**src/rtl/intermediate_ram_reader.sv**
```systemverilog
// Streams a contiguous, wrapping window of the intermediate activation RAM onto a valid/ready bus.
// Absorbs the one-cycle RAM read latency with a small output FIFO so full throughput survives backpressure.
module intermediate_ram_reader #(
    parameter int ADDR_W     = 14,
    parameter int DATA_W     = 32,
    parameter int DEPTH      = 4704,
    parameter int FIFO_DEPTH = 2
) (
    input  logic                     Clk,
    input  logic                     Reset_n,
    input  logic                     start,
    input  logic [ADDR_W-1:0]        base_addr,
    input  logic [ADDR_W-1:0]        length,
    output logic                     busy,
    output logic                     done,
    output logic [ADDR_W-1:0]        rdaddr,
    input  logic signed [DATA_W-1:0] rddata,
    output logic signed [DATA_W-1:0] m_data,
    output logic                     m_valid,
    input  logic                     m_ready,
    output logic                     m_last
);

    localparam int PW = $clog2(FIFO_DEPTH);
    localparam int CW = $clog2(FIFO_DEPTH + 1);

    typedef enum logic [1:0] {IDLE, RUN, FIN} state_t;

    state_t                    state, state_nxt;
    logic [ADDR_W-1:0]         next_addr;
    logic [ADDR_W-1:0]         issue_cnt;
    logic [ADDR_W-1:0]         deliv_cnt;
    logic                      inflight;
    logic signed [DATA_W-1:0]  fifo_mem [FIFO_DEPTH];
    logic [PW-1:0]             wr_ptr;
    logic [PW-1:0]             rd_ptr;
    logic [CW-1:0]             fifo_count;
    logic                      accept;
    logic                      pop;
    logic                      push;
    logic                      issue;

    function automatic logic [ADDR_W-1:0] addr_inc(input logic [ADDR_W-1:0] a);
        return (a == ADDR_W'(DEPTH - 1)) ? '0 : a + ADDR_W'(1);
    endfunction

    function automatic logic [PW-1:0] ptr_inc(input logic [PW-1:0] p);
        return (p == PW'(FIFO_DEPTH - 1)) ? '0 : p + PW'(1);
    endfunction

    assign m_valid = (fifo_count != '0);
    assign m_data  = fifo_mem[rd_ptr];
    assign m_last  = m_valid && (deliv_cnt == ADDR_W'(1));
    assign pop     = m_valid & m_ready;
    assign push    = inflight;
    assign accept  = (state == IDLE) && start && (length != '0);

    // A slot freed by this cycle's pop may be claimed immediately, keeping one word per cycle.
    assign issue = (state == RUN) && (issue_cnt != '0) &&
                   ((32'(fifo_count) + 32'(inflight)) < (32'(FIFO_DEPTH) + 32'(pop)));

    always_ff @(posedge Clk) begin
        if (!Reset_n) state <= IDLE;
        else          state <= state_nxt;
    end

    always_comb begin
        state_nxt = state;
        busy      = 1'b0;
        done      = 1'b0;
        case (state)
            IDLE: begin
                if (start) state_nxt = (length == '0) ? FIN : RUN;
            end
            RUN: begin
                busy = 1'b1;
                if (pop && (deliv_cnt == ADDR_W'(1))) state_nxt = FIN;
            end
            FIN: begin
                done      = 1'b1;
                state_nxt = IDLE;
            end
            default: state_nxt = IDLE;
        endcase
    end

    // The first read is issued on the accepting edge itself, so data lands two cycles after the start.
    always_ff @(posedge Clk) begin
        if (!Reset_n) begin
            rdaddr     <= '0;
            next_addr  <= '0;
            issue_cnt  <= '0;
            deliv_cnt  <= '0;
            inflight   <= 1'b0;
            wr_ptr     <= '0;
            rd_ptr     <= '0;
            fifo_count <= '0;
            for (int i = 0; i < FIFO_DEPTH; i++) fifo_mem[i] <= '0;
        end else begin
            inflight <= 1'b0;
            if (accept) begin
                rdaddr    <= base_addr;
                next_addr <= addr_inc(base_addr);
                issue_cnt <= length - ADDR_W'(1);
                deliv_cnt <= length;
                inflight  <= 1'b1;
            end else if (issue) begin
                rdaddr    <= next_addr;
                next_addr <= addr_inc(next_addr);
                issue_cnt <= issue_cnt - ADDR_W'(1);
                inflight  <= 1'b1;
            end
            if (push) begin
                fifo_mem[wr_ptr] <= rddata;
                wr_ptr           <= ptr_inc(wr_ptr);
            end
            if (pop) begin
                rd_ptr    <= ptr_inc(rd_ptr);
                deliv_cnt <= deliv_cnt - ADDR_W'(1);
            end
            case ({push, pop})
                2'b10:   fifo_count <= fifo_count + CW'(1);
                2'b01:   fifo_count <= fifo_count - CW'(1);
                default: fifo_count <= fifo_count;
            endcase
        end
    end

endmodule
```
**config.mk**
```make
export PLATFORM = sky130hd
export DESIGN_NAME = intermediate_ram_reader
export DESIGN_NICKNAME = d
export VERILOG_FILES = /design/src/rtl/intermediate_ram_reader.sv
export SDC_FILE = /design/constraint.sdc
export NUM_CORES = 1
export LEC_CHECK = 0
export ABC_CLOCK_PERIOD_IN_PS = 2900
export CAP_MARGIN = 20
export CORE_ASPECT_RATIO = 0.75
export CORE_UTILIZATION = 50
export CTS_BUF_LIST = sky130_fd_sc_hd__clkbuf_4
export CTS_CLUSTER_DIAMETER = 150
export DETAILED_ROUTE_END_ITERATION = 8
export PLACE_DENSITY = 0.82
export SETUP_SLACK_MARGIN = 0.2
export SYNTH_ARGS = -nofsm -noshare
export SYNTH_HDL_FRONTEND = slang
export SYNTH_SLANG_ARGS = --single-unit
```
**constraint.sdc**
```tcl
create_clock -name Clk -period 2.9 [get_ports Clk]
set_input_delay 0.435 -clock Clk [delete_from_list [all_inputs] [get_ports Clk]]
set_output_delay 0.435 -clock Clk [all_outputs]
set_load 0.01 [all_outputs]
```
==> results.yml, run 1 <==
status:
  status: "finished clean"
sta:
  rsz0062_at_grt: "yes"
  holdWs_ps: 447
  finalHoldViolCount: 0
  fin_crit_sh_pct: 91.6
  slew_headroom_pct: 48.8
  fmax_ghz: 0.376
  post-route-min-period_ps: 2660
  fin_skew_ps: 17.7
  setup_viol: 0
  slew_viol_final: 0
  tightestPinTransition_ps: 766
clocking:
  cts_buffers: 17
  clock_sinks: 128
  cts_max_level: 4
  clk_latency_ps: 540
  hold_buffers: 0
  cts_buffer_depth: 2
  cts_tree: "done"
  root_buffer: "clkbuf_4"
  path_clk_slew_ps: 120
yosys:
  synth_edf_count: 64
  synth_nets: 739
  avgSynthCellArea_um2: 9.88
  ys.flop_type: "edfxtp_1"
  yosys.cell_types.count: 69
  synth_async_sr_flop_share_pct: 0
  postSynthCellCount: 667
  synth-seq-cells: 128
  seq_area_frac_synth_pct: 48.6
  yosysWarnings: 0
  synth_area_um2: 6590
routing:
  routed_wl_um: 17300
  wl_per_cell_um: 17.5
  drc: 0
  ant_nets: 0
  dr.pass1.iters: 5
  vias_per_cell: 5.83
  vias: 5777
  drt_iter0_drc: 497
min_path:
  whs_path_depth: 4
  hp-class: "in2reg"
setup_path:
  required_ps: 2470
  cp_max_fo: 3
  crit_path_end_kind: "output port"
  reg2regPathDepth: 7
  cp-start-kind: "flop"
  worstPathArrival_ps: 2220
  path_class: "reg2out"
place:
  hpwl_um: 12000
  numPortBuffers: 113
  globalplace.congestion: 0.888
final_layout:
  drive_gt1_share_pct: 18.2
  n_antenna_cell: 0
  nets: 884
  area_growth_pct: 29.7
floorplanning:
  die_h_um: 101
  ios: 114
  initial_core_util_pct: 52.4
  core_area_um2: 12600
  die_width_um: 135
  num_rows: 35
  die_area_um2: 13700
global_routing:
  grt_usage_pct: 25.9
  grt_pass1_vias: 5540
  grt.overflow.total: 0
  grt_pass1_wl_um: 27300
  antenna_found_initial: 0
  grt_start_max_net_pins: 52
job:
  cap_violations: 0
pwr:
  peakVddDrop_mv: 0.363
  finalPower_mw: 5.29
  powerDensity_nw_per_um2: 619
  power.leakage_nw: 3.12
==> power by group <==
group,switching (mW),internal [mW]
clock network,0.771,0.453
registers,0.168,2.13
logic,0.901,0.873
total,1.84,3.45
==> cell families after synthesis <==
logic type      share of synthesized area [%]
simple gates                             23.5
fa+ha+maj                                1.52
flops                                    48.6
mux                                      5.96
xor+xnor                                 4.25
buf+inv                                  2.68
compound gates                           13.5
==> critical path: stages, from the launching register on <==
cell and delay (ps):
dfxtp_2 350, or3_4 380, or3_4 390, nand4b_1 260
nor2b_1 160, buf_2 150
==> routing by layer <==
layer | part of all wire, % | wire length [µm] | GRT usage [%]
met4 | 1.6 | 274 | 7.95
met3 | 8.0 | 1380 | 6.96
met1 | 43 | 7500 | 33.5
met2 | 47 | 8140 | 42.6
met5 | 0 | 0 | 0
==> state kept, by name, indices dropped and copies added, names as in the netlist, named ones only <==
name        count
wr_ptr          1
inflight        1
fifo_count      2
rdaddr         14
state           2
issue_cnt      14
fifo_mem       64
next_addr      14
deliv_cnt      14
rd_ptr          1
==> synth_stat cells (3+ instances only) <==
library cell	number	share of area (%)
a311oi_1	16	2.1
mux2_2	32	5.5
edfxtp_1	64	29
buf_1	5	0.28
or3_1	7	0.66
xor2_1	14	1.9
a21oi_1	30	2.3
and2_1	66	6.3
o21ai_1	20	1.5
nor2_1	59	3.4
clkbuf_1	25	1.4
dfxtp_1	64	19
o21ai_0	12	0.91
nor4b_1	3	0.40
nand4_1	4	0.38
o22ai_1	7	0.66
nor2b_1	7	0.66
and3_1	8	0.76
buf_2	6	0.46
or2_1	3	0.28
a211oi_1	8	0.91
and4_1	3	0.40
ha_1	8	1.5
nor4_4	3	0.97
nand3_1	16	1.2
a31oi_1	6	0.57
xnor2_1	18	2.4
o211ai_1	8	0.91
o31ai_1	3	0.34
nor3_1	22	1.7
inv_1	5	0.28
nor4_1	9	0.85
nand2_1	60	3.4
==> final timing paths <==
check             slack [ps]                    endpoint                       start
setup / recovery         240                      m_last   deliv_cnt[4]$_SDFFE_PN0P_
hold / removal           450   deliv_cnt[9]$_SDFFE_PN0P_                   length[9]
setup reg to reg         360   issue_cnt[6]$_SDFFE_PN0P_   issue_cnt[9]$_SDFFE_PN0P_
hold reg to reg          470  issue_cnt[13]$_SDFFE_PN0P_  issue_cnt[13]$_SDFFE_PN0P_
==> cell usage in the layout (no fill, tap or decap), types with 16 or more instances in the layout <==
cell type	count
a21oi_1	29
a311oi_1	16
and2_1	66
buf_4	49
clkbuf_4	17
clkdlybuf4s50_1	111
dfxtp_1	62
edfxtp_1	64
mux2_2	32
nand2_1	59
nand3_1	16
nor2_1	57
nor3_1	18
o21ai_1	20
xnor2_1	18
==> final cells by class <==
cell class              instances  area (µm²)
flip-flops and latches        128        3210
clock buffers                  17         128
repair buffers                163        1510
well taps                     166         208
inverters                       7        26.3
clock inverters                15         150
multi-input cells             495        3320
fillers                       908        4020
==> metrics by stage <==
| step | setup TNS [ps] | std cells | util [%] | instance area (µm²) | setup slack [ps] |
|---|---|---|---|---|---|
| detailed placement | -1570 | 950 | 64.8 | 8140 | -317 |
| finish | 0 | 991 | 68.0 | 8550 | 243 |
| CTS | 0 | 984 | 67.1 | 8430 | 212 |
| global route | 0 | 991 | 68.0 | 8550 | 129 |
| floorplan | 0 | 667 | - | 6650 | 215 |
| global placement | -769 | 950 | 64.8 | 8140 | -216 |
==> what timing repair did <==
action                     4_1_cts  5_1_grt
setup endpoints to repair        1        6
pin swaps                        0        5
resized for setup                6       13
buffers inserted                 2        7
No activity file was read; power rests on OpenSTA's default activity.
==> inputs of run 2 (changes only) <==
--- a/config.mk
+++ b/config.mk
@@ -12,7 +12,8 @@
 export CTS_BUF_LIST = sky130_fd_sc_hd__clkbuf_4
 export CTS_CLUSTER_DIAMETER = 150
 export DETAILED_ROUTE_END_ITERATION = 8
-export PLACE_DENSITY = 0.82
+export PLACE_DENSITY = 0.79
+export REMOVE_ABC_BUFFERS = 1
 export SETUP_SLACK_MARGIN = 0.2
 export SYNTH_ARGS = -nofsm -noshare
 export SYNTH_HDL_FRONTEND = slang
==> run 2 against run 1 <==
Compared with the run above:
- register-to-register slack about the same
- count of clock-buffer cells in the layout increased by 1
- total power decreased by 1.7%
- clock skew increased by 3.0 ps
- combinational power about the same
- maximum frequency increased by 0.93%
- via count decreased by 0.92%
- utilization decreased by 0.18 points
- sequential share of layout area increased by 0.13 points
- largest cell class unchanged
- non-clock buffer count decreased by 1
==> results.yml, run 2 (synthesized netlist as in run 1, its figures left out) <==
sta:
  fin_skew_ps: 20.8
  setup_slack_ps: 267
  fin_crit_sh_pct: 90.8
  finalHoldViolCount: 0
  rsz0062_at_grt: "yes"
  finalSetupTns_ps: 0
  setup_viol: 0
  tightestPinTransition_ps: 737
  slew_viol_final: 0
  slew_headroom_pct: 50.7
  post-route-min-period_ps: 2630
  holdWs_ps: 483
  fmax_ghz: 0.380
clocking:
  cts_max_level: 4
  hold_buffers: 0
  cts_buffer_depth: 2
  root_buffer: "clkbuf_4"
  cts_tree: "done"
  cts_buffers: 17
  clk_latency_ps: 540
  path_clk_slew_ps: 110
  clock_sinks: 128
floorplanning:
  die_h_um: 101
  die_width_um: 135
  initial_core_util_pct: 52.4
  core_area_um2: 12600
  ios: 114
  num_rows: 35
  die_area_um2: 13700
final_layout:
  largest_reg_flops: 64
  final_util_pct: 67.8
  stdcell_area_um2: 8530
  nets: 883
  fillCellCount: 961
  drive_gt1_share_pct: 17.1
  register_area_um2: 3210
  largest_register: "fifo_mem"
  multi_input_area_um2: 3290
  final_cell_mix: "clkdlybuf4s50_1 (111), and2_1 (66), edfxtp_1 (64)"
  mostFrequentLayoutCell: "clkdlybuf4s50_1"
  area_growth_pct: 29.4
routing:
  wl_per_cell_um: 17.1
  ant_nets: 0
  vias: 5724
  drt_iter0_drc: 386
  drc: 0
  dr.pass1.iters: 5
  routed_wl_um: 16900
  vias_per_cell: 5.78
pwr:
  p_sw_mw: 1.76
  p_clk_share_pct: 22.4
  sw_frac_of_total_pct: 33.7
  internal-power_mw: 3.45
  powerDensity_nw_per_um2: 611
  power_frac_seq_pct: 44.1
  power.leakage_nw: 3.09
  peakVddDrop_mv: 0.324
  power_frac_comb_pct: 33.5
status:
  status: "finished clean"
place:
  place_area_um2: 8100
  numPortBuffers: 113
  hpwl_um: 11800
  globalplace.congestion: 0.866
  dpl_worst_slack_ps: -489
setup_path:
  cp_max_fo: 7
  worstPathArrival_ps: 3090
  path_class: "in2reg"
  crit_path_end_kind: "flop"
  cp-start-kind: "input pin"
  required_ps: 3360
global_routing:
  antenna_found_initial: 1
  grt_pass1_vias: 5633
  grt.overflow.total: 0
  grt_pass1_wl_um: 27000
  grt_start_max_net_pins: 58
  grt_usage_pct: 25.4
job:
  cap_violations: 0
min_path:
  hp-class: "reg2reg"
run 2: changes by cell type in the layout (fill, tap and decap cells not counted), sizes merged:
cell      before  now
buf           51   50
clkbuf        17   18
clkinv         8    4
clkinvlp       0    5
diode          0    1
inv           13   11
run 2: layout make-up:
class | count | share of cell area (%)
clock buffers | 18 | 1.58
repair buffers | 162 | 17.9
multi-input cells | 495 | 38.6
well taps | 166 | 2.44
inverters | 7 | 0.308
clock inverters | 14 | 1.54
flip-flops and latches | 128 | 37.6
diodes | 1 | 0.0293
run 2: layer usage:
layer,vias up,wire [µm],track usage (%)
met3,25,961,4.60
met5,-,0,0
met2,197,8290,41.7
li1,2740,-,-
met4,0,242,11.3
met1,2762,7460,33.2
run 2: power groups by stage:
stage / logic, mW / clock network, mW / registers, mW
after global routing: 1.88 / 1.28 / 2.33
after global placement: 1.63 / 0 / 2.32
final: 1.74 / 1.16 / 2.30
after CTS: 1.69 / 1.19 / 2.29
after floorplan: 0.900 / 0 / 2.34
after detailed placement: 1.67 / 0 / 2.33
run 2: final timing paths:
check	start	endpoint	slack, ps	depth (start not counted)
min reg2reg	issue_cnt[13]$_SDFFE_PN0P_	issue_cnt[13]$_SDFFE_PN0P_	480	2
min	issue_cnt[13]$_SDFFE_PN0P_	issue_cnt[13]$_SDFFE_PN0P_	480	2
max reg2reg	issue_cnt[0]$_SDFFE_PN0P_	issue_cnt[5]$_SDFFE_PN0P_	370	8
max	length[1]	issue_cnt[6]$_SDFFE_PN0P_	270	12
run 2: metrics by stage:
| stage | instances | power [mW] |
|---|---|---|
| 5_1_grt | 991 | 5.48 |
| 3_5_place_dp | 950 | 4.00 |
| 2_1_floorplan | 630 | 3.24 |
| 4_1_cts | 984 | 5.17 |
| 6_report | 991 | 5.21 |
| 3_3_place_gp | 950 | 3.95 |
run 2: critical path, stage by stage:
cell,delay [ps]
clkdlybuf4s50_1,460
nor4_4,380
and4_1,280
nor2_1,70
nand2_1,90
a21boi_1,200
ha_2,210
o211ai_1,80
o21bai_4,220
nor3_2,170
mux2_1,350
o22ai_2,160
run 2: timing repair:
item / CTS / global route
setup buffers: 2 / 5
gates resized for setup: 4 / 20
pin swaps: 1 / 7
endpoints found under the setup margin: 8 / 11
